**src/rtl/npc_mem_arbiter_pkg.sv**
```systemverilog
// Shared types for the NPC data-memory arbiter: FSM states, owner encoding
// and the store-mask width used on every port.
package npc_mem_pkg;

  typedef enum logic [1:0] {IDLE, REQ, WAIT, RESP} arb_state_t;
  typedef enum logic       {OWN_IFU, OWN_LSU}      arb_owner_t;

  localparam int WMASK_W = 8;

  function automatic arb_owner_t other_owner(input arb_owner_t o);
    return (o == OWN_IFU) ? OWN_LSU : OWN_IFU;
  endfunction

endpackage

```
**src/rtl/npc_mem_arbiter_if.sv**
```systemverilog
// One request/response channel. The requester side is the master; the arbiter
// is a slave towards IFU/LSU and a master towards the memory block.
interface npc_mem_arbiter_if
  import npc_mem_pkg::*;
#(
  parameter int ADDR_W = 32,
  parameter int DATA_W = 32
) ();

  logic               valid;
  logic               ready;
  logic               wen;
  logic [ADDR_W-1:0]  addr;
  logic [DATA_W-1:0]  wdata;
  logic [WMASK_W-1:0] wmask;
  logic               rvalid;
  logic [DATA_W-1:0]  rdata;
  logic               err;

  modport master (output valid, wen, addr, wdata, wmask,
                  input  ready, rvalid, rdata, err);
  modport slave  (input  valid, wen, addr, wdata, wmask,
                  output ready, rvalid, rdata, err);

endinterface

```
**src/rtl/npc_mem_arbiter_rr_arb2.sv**
```systemverilog
// Two-way round-robin grant: on a tie the requester that was not granted last
// wins; a lone requester always wins.
module npc_rr_arb2
  import npc_mem_pkg::*;
(
  input  logic       req_ifu,
  input  logic       req_lsu,
  input  arb_owner_t last_grant,
  output logic       gnt_ifu,
  output logic       gnt_lsu
);

  always_comb begin
    gnt_ifu = 1'b0;
    gnt_lsu = 1'b0;
    if (req_ifu && req_lsu) begin
      gnt_ifu = (other_owner(last_grant) == OWN_IFU);
      gnt_lsu = (other_owner(last_grant) == OWN_LSU);
    end else begin
      gnt_ifu = req_ifu;
      gnt_lsu = req_lsu;
    end
  end

endmodule

```
**src/rtl/npc_mem_arbiter.sv**
```systemverilog
// Shares the single NPC data-memory port between IFU and LSU, one transaction
// in flight at a time, with a watchdog that turns a lost response into an error.
module npc_mem_arbiter
  import npc_mem_pkg::*;
#(
  parameter int ADDR_W  = 32,
  parameter int DATA_W  = 32,
  parameter int TIMEOUT = 64
) (
  input  logic                clk,
  input  logic                rst_n,
  npc_mem_arbiter_if.slave    ifu,
  npc_mem_arbiter_if.slave    lsu,
  npc_mem_arbiter_if.master   mem
);

  localparam int WD_W = $clog2(TIMEOUT + 1);

  arb_state_t         state;
  arb_owner_t         owner_q;
  arb_owner_t         last_grant;
  logic [WD_W-1:0]    wd_cnt;

  logic [ADDR_W-1:0]  addr_q;
  logic               wen_q;
  logic [DATA_W-1:0]  wdata_q;
  logic [WMASK_W-1:0] wmask_q;

  logic               ifu_rvalid_q, lsu_rvalid_q;
  logic [DATA_W-1:0]  ifu_rdata_q,  lsu_rdata_q;
  logic               ifu_err_q,    lsu_err_q;

  logic gnt_ifu, gnt_lsu;
  logic idle;
  logic rsp_done, rsp_err;

  npc_rr_arb2 u_rr (
    .req_ifu    (ifu.valid),
    .req_lsu    (lsu.valid),
    .last_grant (last_grant),
    .gnt_ifu    (gnt_ifu),
    .gnt_lsu    (gnt_lsu)
  );

  // rst_n gates ready so every output is 0 while reset is held
  assign idle      = (state == IDLE) && rst_n;
  assign ifu.ready = idle && gnt_ifu;
  assign lsu.ready = idle && gnt_lsu;

  assign ifu.rvalid = ifu_rvalid_q;
  assign ifu.rdata  = ifu_rdata_q;
  assign ifu.err    = ifu_err_q;
  assign lsu.rvalid = lsu_rvalid_q;
  assign lsu.rdata  = lsu_rdata_q;
  assign lsu.err    = lsu_err_q;

  // mem_valid is a pure state decode, so it falls the moment reset asserts
  assign mem.valid = (state == REQ);
  assign mem.wen   = wen_q;
  assign mem.addr  = addr_q;
  assign mem.wdata = wdata_q;
  assign mem.wmask = wmask_q;

  // a response present in the timeout cycle takes priority over the error
  assign rsp_done = mem.rvalid || (wd_cnt == WD_W'(TIMEOUT - 1));
  assign rsp_err  = !mem.rvalid;

  logic unused_ok;
  assign unused_ok = ^{mem.err, ifu.wen, ifu.wdata, ifu.wmask};

  always_ff @(posedge clk or negedge rst_n) begin
    if (!rst_n) begin
      state        <= IDLE;
      owner_q      <= OWN_IFU;
      last_grant   <= OWN_LSU;
      wd_cnt       <= '0;
      addr_q       <= '0;
      wen_q        <= 1'b0;
      wdata_q      <= '0;
      wmask_q      <= '0;
      ifu_rvalid_q <= 1'b0;
      ifu_rdata_q  <= '0;
      ifu_err_q    <= 1'b0;
      lsu_rvalid_q <= 1'b0;
      lsu_rdata_q  <= '0;
      lsu_err_q    <= 1'b0;
    end else begin
      ifu_rvalid_q <= 1'b0;
      ifu_rdata_q  <= '0;
      ifu_err_q    <= 1'b0;
      lsu_rvalid_q <= 1'b0;
      lsu_rdata_q  <= '0;
      lsu_err_q    <= 1'b0;
      case (state)
        IDLE: begin
          if (ifu.ready) begin
            owner_q    <= OWN_IFU;
            last_grant <= OWN_IFU;
            addr_q     <= ifu.addr;
            wen_q      <= 1'b0;
            wdata_q    <= '0;
            wmask_q    <= '0;
            state      <= REQ;
          end else if (lsu.ready) begin
            owner_q    <= OWN_LSU;
            last_grant <= OWN_LSU;
            addr_q     <= lsu.addr;
            wen_q      <= lsu.wen;
            wdata_q    <= lsu.wdata;
            wmask_q    <= lsu.wen ? lsu.wmask : '0;
            state      <= REQ;
          end
        end
        REQ: begin
          if (mem.ready) begin
            wd_cnt <= '0;
            state  <= WAIT;
          end
        end
        WAIT: begin
          if (rsp_done) begin
            state <= RESP;
            if (owner_q == OWN_IFU) begin
              ifu_rvalid_q <= 1'b1;
              ifu_rdata_q  <= rsp_err ? '0 : mem.rdata;
              ifu_err_q    <= rsp_err;
            end else begin
              lsu_rvalid_q <= 1'b1;
              lsu_rdata_q  <= (rsp_err || wen_q) ? '0 : mem.rdata;
              lsu_err_q    <= rsp_err;
            end
          end else if (wd_cnt != '1) begin
            wd_cnt <= wd_cnt + WD_W'(1);
          end
        end
        RESP:    state <= IDLE;
        default: state <= IDLE;
      endcase
    end
  end

endmodule
```
**src/flat_wrapper.sv**
```systemverilog
// flat-port wrapper written by rule: the top's interface ports become plain ports
module npc_mem_arbiter_flat import npc_mem_pkg::*;
#(
  parameter int ADDR_W  = 32,
  parameter int DATA_W  = 32,
  parameter int TIMEOUT = 64
)
  (clk, rst_n, ifu_valid, ifu_wen, ifu_addr, ifu_wdata, ifu_wmask, ifu_ready, ifu_rvalid, ifu_rdata, ifu_err, lsu_valid, lsu_wen, lsu_addr, lsu_wdata, lsu_wmask, lsu_ready, lsu_rvalid, lsu_rdata, lsu_err, mem_valid, mem_wen, mem_addr, mem_wdata, mem_wmask, mem_ready, mem_rvalid, mem_rdata, mem_err);
  npc_mem_arbiter_if #(.ADDR_W(ADDR_W), .DATA_W(DATA_W)) ifu_i ();
  npc_mem_arbiter_if #(.ADDR_W(ADDR_W), .DATA_W(DATA_W)) lsu_i ();
  npc_mem_arbiter_if #(.ADDR_W(ADDR_W), .DATA_W(DATA_W)) mem_i ();
  input  logic clk;
  input  logic rst_n;
  input wire logic [$bits(ifu_i.valid)-1:0] ifu_valid;
  input wire logic [$bits(ifu_i.wen)-1:0] ifu_wen;
  input wire logic [$bits(ifu_i.addr)-1:0] ifu_addr;
  input wire logic [$bits(ifu_i.wdata)-1:0] ifu_wdata;
  input wire logic [$bits(ifu_i.wmask)-1:0] ifu_wmask;
  output wire logic [$bits(ifu_i.ready)-1:0] ifu_ready;
  output wire logic [$bits(ifu_i.rvalid)-1:0] ifu_rvalid;
  output wire logic [$bits(ifu_i.rdata)-1:0] ifu_rdata;
  output wire logic [$bits(ifu_i.err)-1:0] ifu_err;
  input wire logic [$bits(lsu_i.valid)-1:0] lsu_valid;
  input wire logic [$bits(lsu_i.wen)-1:0] lsu_wen;
  input wire logic [$bits(lsu_i.addr)-1:0] lsu_addr;
  input wire logic [$bits(lsu_i.wdata)-1:0] lsu_wdata;
  input wire logic [$bits(lsu_i.wmask)-1:0] lsu_wmask;
  output wire logic [$bits(lsu_i.ready)-1:0] lsu_ready;
  output wire logic [$bits(lsu_i.rvalid)-1:0] lsu_rvalid;
  output wire logic [$bits(lsu_i.rdata)-1:0] lsu_rdata;
  output wire logic [$bits(lsu_i.err)-1:0] lsu_err;
  output wire logic [$bits(mem_i.valid)-1:0] mem_valid;
  output wire logic [$bits(mem_i.wen)-1:0] mem_wen;
  output wire logic [$bits(mem_i.addr)-1:0] mem_addr;
  output wire logic [$bits(mem_i.wdata)-1:0] mem_wdata;
  output wire logic [$bits(mem_i.wmask)-1:0] mem_wmask;
  input wire logic [$bits(mem_i.ready)-1:0] mem_ready;
  input wire logic [$bits(mem_i.rvalid)-1:0] mem_rvalid;
  input wire logic [$bits(mem_i.rdata)-1:0] mem_rdata;
  input wire logic [$bits(mem_i.err)-1:0] mem_err;
  assign ifu_i.valid = ifu_valid;
  assign ifu_i.wen = ifu_wen;
  assign ifu_i.addr = ifu_addr;
  assign ifu_i.wdata = ifu_wdata;
  assign ifu_i.wmask = ifu_wmask;
  assign ifu_ready = ifu_i.ready;
  assign ifu_rvalid = ifu_i.rvalid;
  assign ifu_rdata = ifu_i.rdata;
  assign ifu_err = ifu_i.err;
  assign lsu_i.valid = lsu_valid;
  assign lsu_i.wen = lsu_wen;
  assign lsu_i.addr = lsu_addr;
  assign lsu_i.wdata = lsu_wdata;
  assign lsu_i.wmask = lsu_wmask;
  assign lsu_ready = lsu_i.ready;
  assign lsu_rvalid = lsu_i.rvalid;
  assign lsu_rdata = lsu_i.rdata;
  assign lsu_err = lsu_i.err;
  assign mem_valid = mem_i.valid;
  assign mem_wen = mem_i.wen;
  assign mem_addr = mem_i.addr;
  assign mem_wdata = mem_i.wdata;
  assign mem_wmask = mem_i.wmask;
  assign mem_i.ready = mem_ready;
  assign mem_i.rvalid = mem_rvalid;
  assign mem_i.rdata = mem_rdata;
  assign mem_i.err = mem_err;
  npc_mem_arbiter #(.ADDR_W(ADDR_W), .DATA_W(DATA_W), .TIMEOUT(TIMEOUT)) u_core (.clk(clk), .rst_n(rst_n), .ifu(ifu_i), .lsu(lsu_i), .mem(mem_i));
endmodule
```
**config.mk**
```make
export PLATFORM = sky130hd
export DESIGN_NAME = npc_mem_arbiter_flat
export DESIGN_NICKNAME = d
export VERILOG_FILES = /design/src/rtl/npc_mem_arbiter_pkg.sv /design/src/rtl/npc_mem_arbiter_if.sv /design/src/rtl/npc_mem_arbiter_rr_arb2.sv /design/src/rtl/npc_mem_arbiter.sv /design/src/flat_wrapper.sv
export SDC_FILE = /design/constraint.sdc
export NUM_CORES = 1
export LEC_CHECK = 0
export CORE_MARGIN = 10
export CORE_UTILIZATION = 40
export CTS_BUF_LIST = sky130_fd_sc_hd__clkbuf_2 sky130_fd_sc_hd__clkbuf_4 sky130_fd_sc_hd__clkbuf_8
export CTS_CLUSTER_DIAMETER = 80
export DETAILED_ROUTE_END_ITERATION = 6
export PLACE_DENSITY_LB_ADDON = 0.08
export SYNTH_ARGS = -nofsm -noshare
export SYNTH_HDL_FRONTEND = slang
export SYNTH_SLANG_ARGS = --single-unit
```
**constraint.sdc**
```tcl
create_clock -name clk -period 2.14 [get_ports clk]
set_input_delay 0.428 -clock clk [delete_from_list [all_inputs] [get_ports clk]]
set_output_delay 0.428 -clock clk [all_outputs]
set_load 0.1 [all_outputs]
```
==> metrics, run 1 <==
Max VDD drop 0.839 mV; Final Slew Violations 0; number of global-route vias before repair between 5,000 and 6,000; Net Count, Synth 690; gr usage total 0.202; Net Sw Frac 0.564; leak pwr 4.55 nW; CTS root buf clkbuf_8; WS Path Type reg -> out; #FFs+latches synth 152; Psw approximately 8.6 mW; Avg Cell Area, Syn roughly 12 µm²; Worst-Margin Slew 0.789 ns; WL/cell 20.9 µm; R2R depth 6; initial antenna violation count 0; htree depth 4; first-pass GRT wire length around 32,000 µm; CORE AREA about 15,000 µm²; Final min period approximately 2.0 ns; Fin Clk Skew 0.0113 ns; clock latency on the worst-skew pair 0.44 ns; Sequential Power Share 0.267; fraction of layout cells with a size suffix above 1 0.301; Max clock buf depth 2; count of different cell masters after synthesis 44; clock-pin slew on the worst setup and hold paths around 0.09 ns; share of total power in the clock network 0.135; Die Area 20,500 µm²; Die W between 100 and 150 µm; Yosys top cell area share 0.622; synthesized area 6080 µm²; Hold Fails Final Rpt 0; RSZ-0062 raised after global routing true; Main synth FF type dfrtp_1; Critical Path RT 1.71 ns; DRT Pass-1 Iters 4; most frequent cells in the layout buf_4, dfrtp_1, clkdlybuf4s50_1, nand2_1, and2_1; M3 GR Usage 0.114; Starting Density 0.404; Tot Pwr 15.2 mW; CTS tree built; Area Growth Syn to Fin 53.3%; met1 Use GR 0.230; CP Max Fanout 5; Most Crowded Layer GR met2; power density cells about 1600 nW/µm²; routed via count 5,081; Die Ht 143 µm; Util after Layout 0.620; R2R Setup Slk 0.25 ns; Slew HR 0.474; CTS buffer count 17; Yosys warnings 0; startpoint types flop; DR iter-0 viols 297; number of max-cap violations 0; reg2reg start u_core.state[0]; nets 982; ANT nets after route 0; Overflow after GRT 0; Final Setup Violations 0; commonest non-fill, non-tap cell in the layout buf_4; status complete, no violations; Gate power share 0.598; fin crit share 0.954; crit end category output pin; async set-reset flop share out of synthesis 1.00; EDFF count, synth 0; DRT Wirelength 20,700 µm; global placement routability congestion 0.813; Clock Sink Count 152; Via density 5.12; Critical Path AT 1.61 ns; Synth area leader dfrtp_1; Syn Inst Count 500; I/O pin count roughly 330; worst hold path type in -> async; Buffers on Ports 286; Cell Rows 45; Max Clock Freq 490 MHz; drt drc 0; DP HPWL 15,200 µm; GR Util met2 0.315; cell internal pwr 6.64 mW; largest net degree at the start of global routing 147; Ant. Diodes 0; Worst R2R End u_core.wd_cnt[1]; register area share after synthesis 0.626; Area contributors post-synth dfrtp_1, and2_1, o211ai_2, a22o_1, nand2_1
-- sequential cells by signal, indices dropped and copies added, names as in the netlist, 2 cells and up --
| name | flops |
|---|---|
| u_core.ifu.rdata | 32 |
| u_core.lsu.rdata | 32 |
| u_core.mem.addr | 32 |
| u_core.mem.wdata | 32 |
| u_core.mem.wmask | 8 |
| u_core.state | 2 |
| u_core.wd_cnt | 7 |
-- critical path, cell delays in order (launching register included) --
cell,delay (ns)
dfrtp_1,0.41
inv_2,0.08
ha_4,0.15
nand2_2,0.07
a211oi_4,0.23
buf_12,0.21
-- power by group through the flow --
stage	Combinational, mW	Sequential (mW)	Clock (mW)
finish	9.10	4.07	2.05
global placement	8.94	4.07	0
CTS	9.13	4.07	2.13
global route	9.45	4.16	2.27
floorplan	1.68	9.15	0
detailed placement	9.02	4.12	0
-- Yosys cell counts, drive strengths merged (3+ instances only) --
cell	number
a21oi	4
a22o	33
a31oi	5
a32o	8
and2	66
and3	3
and4	3
buf	12
clkbuf	24
dfrtp	151
ha	5
inv	9
nand2	72
nand2b	3
nand3	34
nand4	3
nor2	4
nor3	3
o211ai	35
-- cell type report --
| type | count | area [µm²] |
|---|---|---|
| Clock buffer | 17 | 234 |
| Timing Repair Buffer | 309 | 2780 |
| Tap cell | 188 | 235 |
| Multi-Input combinational cell | 303 | 2100 |
| Inverter | 9 | 33.8 |
| Clock inverter | 15 | 136 |
| Sequential cell | 152 | 3800 |
| Fill cell | 1238 | 5710 |
-- worst max-delay path by stage --
| stage | from | endpoint | slack [ns] | cells past startpoint |
|---|---|---|---|---|
| global placement | ifu_valid | u_core.mem.addr[0] | 0.09 | 5 |
| global route | u_core.state[0] | ifu_ready | -0.01 | 5 |
| floorplan | u_core.state[0] | lsu_ready | 0.10 | 5 |
| detailed placement | ifu_valid | u_core.mem.addr[0] | 0.02 | 5 |
| finish | u_core.state[0] | lsu_ready | 0.1 | 5 |
| CTS | u_core.state[1] | lsu_ready | 0.008 | 5 |
-- per-layer routing --
metal,share of wire,wire length (µm),vias to the layer above
li1,-,-,2341
met1,0.38,7910,2499
met2,0.47,9800,218
met3,0.13,2630,23
met4,0.018,382,0
met5,0,0,-
-- cells by family (layout without fill, tap and decap cells) --
family | after synthesis | after routing | share of synthesized area
compound gates | 101 | 101 | 0.161
simple gates | 196 | 196 | 0.166
mux | 1 | 1 | 0.00185
fa+ha+maj | 5 | 5 | 0.0103
flops | 152 | 152 | 0.626
buf+inv | 45 | 350 | 0.0352
-- metrics by stage --
stage	std cells	hold slack (ns)	TNS [ns]	setup slack [ns]	area (µm²)
2_1_floorplan	500	0.132	0	0.101	6080
3_3_place_gp	954	0.250	0	0.0915	8880
3_5_place_dp	954	0.250	0	0.0153	8880
4_1_cts	992	0.206	0	0.00831	9310
5_1_grt	993	0.194	-0.0229	-0.0126	9320
6_report	993	0.137	0	0.0977	9320
-- repair_timing --
item / in CTS / in global routing
buffers inserted: 5 / 1
pin swaps: 2 / 1
hold buffers: 1 / 0
gates resized for setup: 5 / 2
hold endpoints to repair: 6 / 0
endpoints found under the setup margin: 2 / 2
Note: power is estimated with default switching activity, not from simulation.
==> run 2: changes to the inputs <==
Settings changed: PLACE_DENSITY set to 0.86, PLACE_DENSITY_LB_ADDON 0.08 to not set.
==> metrics, run 2 (same netlist as run 1, synthesis figures left out) <==
Die W roughly 140 µm; Max Clock Freq between 400 and 500 MHz; WS Path Type reg -> out; Gate power share 0.591; Fin Clk Skew 0.0152 ns; leak pwr 4.58 nW; Final Setup Violations 0; Psw 8.51 mW; Critical Path AT about 1.6 ns; setup ws final 0.0711 ns; fin cells 995; Area Growth Syn to Fin 54.7%; number of global-route vias before repair 5,286; CP Max Fanout 4; Post-Place Worst Slack approximately 0.08 ns; cell internal pwr around 6.9 mW; Critical Path Slowest Stage Cell dfrtp_1; CTS root buf clkbuf_8; status complete, no violations; fraction of layout cells with a size suffix above 1 0.302; crit-path cells inv_2, ha_4, nand2_4, a211oi_4, buf_12, buf_16; CORE AREA about 15,000 µm²; clock latency on the worst-skew pair roughly 0.44 ns; power density cells about 1600 nW/µm²; Critical Path RT 1.71 ns; I/O pin count 329; largest stage delay on the critical path about 0.40 ns; cell count after placement 955; drt drc 0; global placement routability congestion 0.817; gr usage total 0.188; worst hold path type in -> async; startpoint types flop; Clock Sink Count 152; DR iter-0 viols ~260; commonest non-fill, non-tap cell in the layout buf_4; Sequential Power Share 0.264; Ant. Diodes 0; clock-pin slew on the worst setup and hold paths 0.08 ns; initial antenna violation count 0; ANT nets after route 0; largest net degree at the start of global routing between 100 and 150; Max VDD drop 0.781 mV; htree depth 4; number of max-cap violations 0; first-pass GRT wire length 29,700 µm; Final min period ~2.1 ns; Via density just over 5; nets a little under 1,000; DRT Pass-1 Iters 5; Cell Rows 45; Die Ht 143 µm; WL/cell roughly 20 µm; Buffers on Ports around 290; Slew HR 0.600; Die Area 20,500 µm²; CTS buffer count 17; Final Slew Violations 0; Starting Density 0.404; Max clock buf depth 2; CTS tree built; DRT Wirelength a little under 20,000 µm; routed via count 5,105; fin crit share 0.967; crit end category output pin; share of total power in the clock network 0.145; Hold Fails Final Rpt 0; RSZ-0062 raised after global routing true; Overflow after GRT 0; Net Sw Frac 0.552; most frequent cells in the layout buf_4, dfrtp_1, clkdlybuf4s50_1, nand2_1, and2_1; DP HPWL 14,800 µm; Worst-Margin Slew 0.601 ns
==> run 2: cell count changes in the layout (fill, tap and decap cells not counted) <==
| cell | before | now |
|---|---|---|
| clkbuf_4 | 0 | 1 |
| buf_12 | 8 | 9 |
| inv_6 | 7 | 5 |
| clkinv_8 | 1 | 0 |
| clkinvlp_4 | 0 | 2 |
| clkinv_2 | 2 | 1 |
| buf_16 | 0 | 1 |
| inv_8 | 2 | 1 |
| bufinv_16 | 0 | 2 |
| nand2_2 | 1 | 0 |
| nand2_4 | 0 | 1 |
==> run 2: per-stage QoR <==
step	setup TNS, ns	instance area [µm²]	hold WS, ns	power [mW]	utilization
after floorplan	0	6080	0.132	10.8	-
after global placement	0	8910	0.406	13.0	0.593
after detailed placement	0	8910	0.409	13.1	0.593
after CTS	-0.0164	9400	0.0913	15.5	0.625
after global routing	-0.0231	9410	0.113	16.0	0.626
final	0	9410	0.0915	15.4	0.626
==> run 2: worst max-delay path, delay by kind of cell, from the launching register on <==
family          cells  cell delay, ns
compound gates      1            0.19
buf+inv             3            0.39
fa+ha+maj           1            0.17
simple gates        1            0.06
flops               1            0.40
==> run 2: routing by layer <==
layer	wire length (µm)	vias to the layer above	global-route usage
li1	-	2341	-
met1	7770	2502	0.217
met4	256	0	0.0575
met5	0	-	0
met3	2610	21	0.105
met2	9250	241	0.291
==> run 2: path summary, 6_finish.rpt <==
kind | start | to | slack, ns | depth (start not counted)
setup / recovery | u_core.state[0] | lsu_ready | 0.07 | 6
hold / removal | rst_n | u_core.wd_cnt[3] | 0.09 | 2
setup reg to reg | u_core.state[1] | u_core.wd_cnt[1] | 0.32 | 6
hold reg to reg | u_core.mem.addr[19] | u_core.mem.addr[19] | 0.49 | 2
max in group asynchronous | rst_n | u_core.mem.wdata[22] | 1.57 | 2
min in group clk | rst_n | u_core.last_grant | 0.28 | 3
==> run 2: final cells by class <==
type / count / area, µm²
clock buffers: 18 / 241
clock inverters: 14 / 161
inverters: 9 / 33.8
well taps: 188 / 235
repair buffers: 311 / 2830
flip-flops and latches: 152 / 3800
multi-input cells: 303 / 2100
fillers: 1199 / 5630
==> run 2: repair_timing <==
action                     CTS  global route
gates cloned                 0             0
gates resized for setup      7             2
hold buffers                 1             0
setup endpoints to repair    2             2
setup buffers                7             0
hold endpoints to repair     1             0
pin swaps                    3             3
==> run 2: power by group through the flow <==
stage                     combinational (mW)  clock, mW  sequential, mW
after floorplan                         1.68          0            9.15
after global placement                  8.93          0            4.09
after detailed placement                9.01          0            4.11
after CTS                               9.15       2.31            4.07
after global routing                    9.43       2.43            4.16
final                                   9.10       2.23            4.07
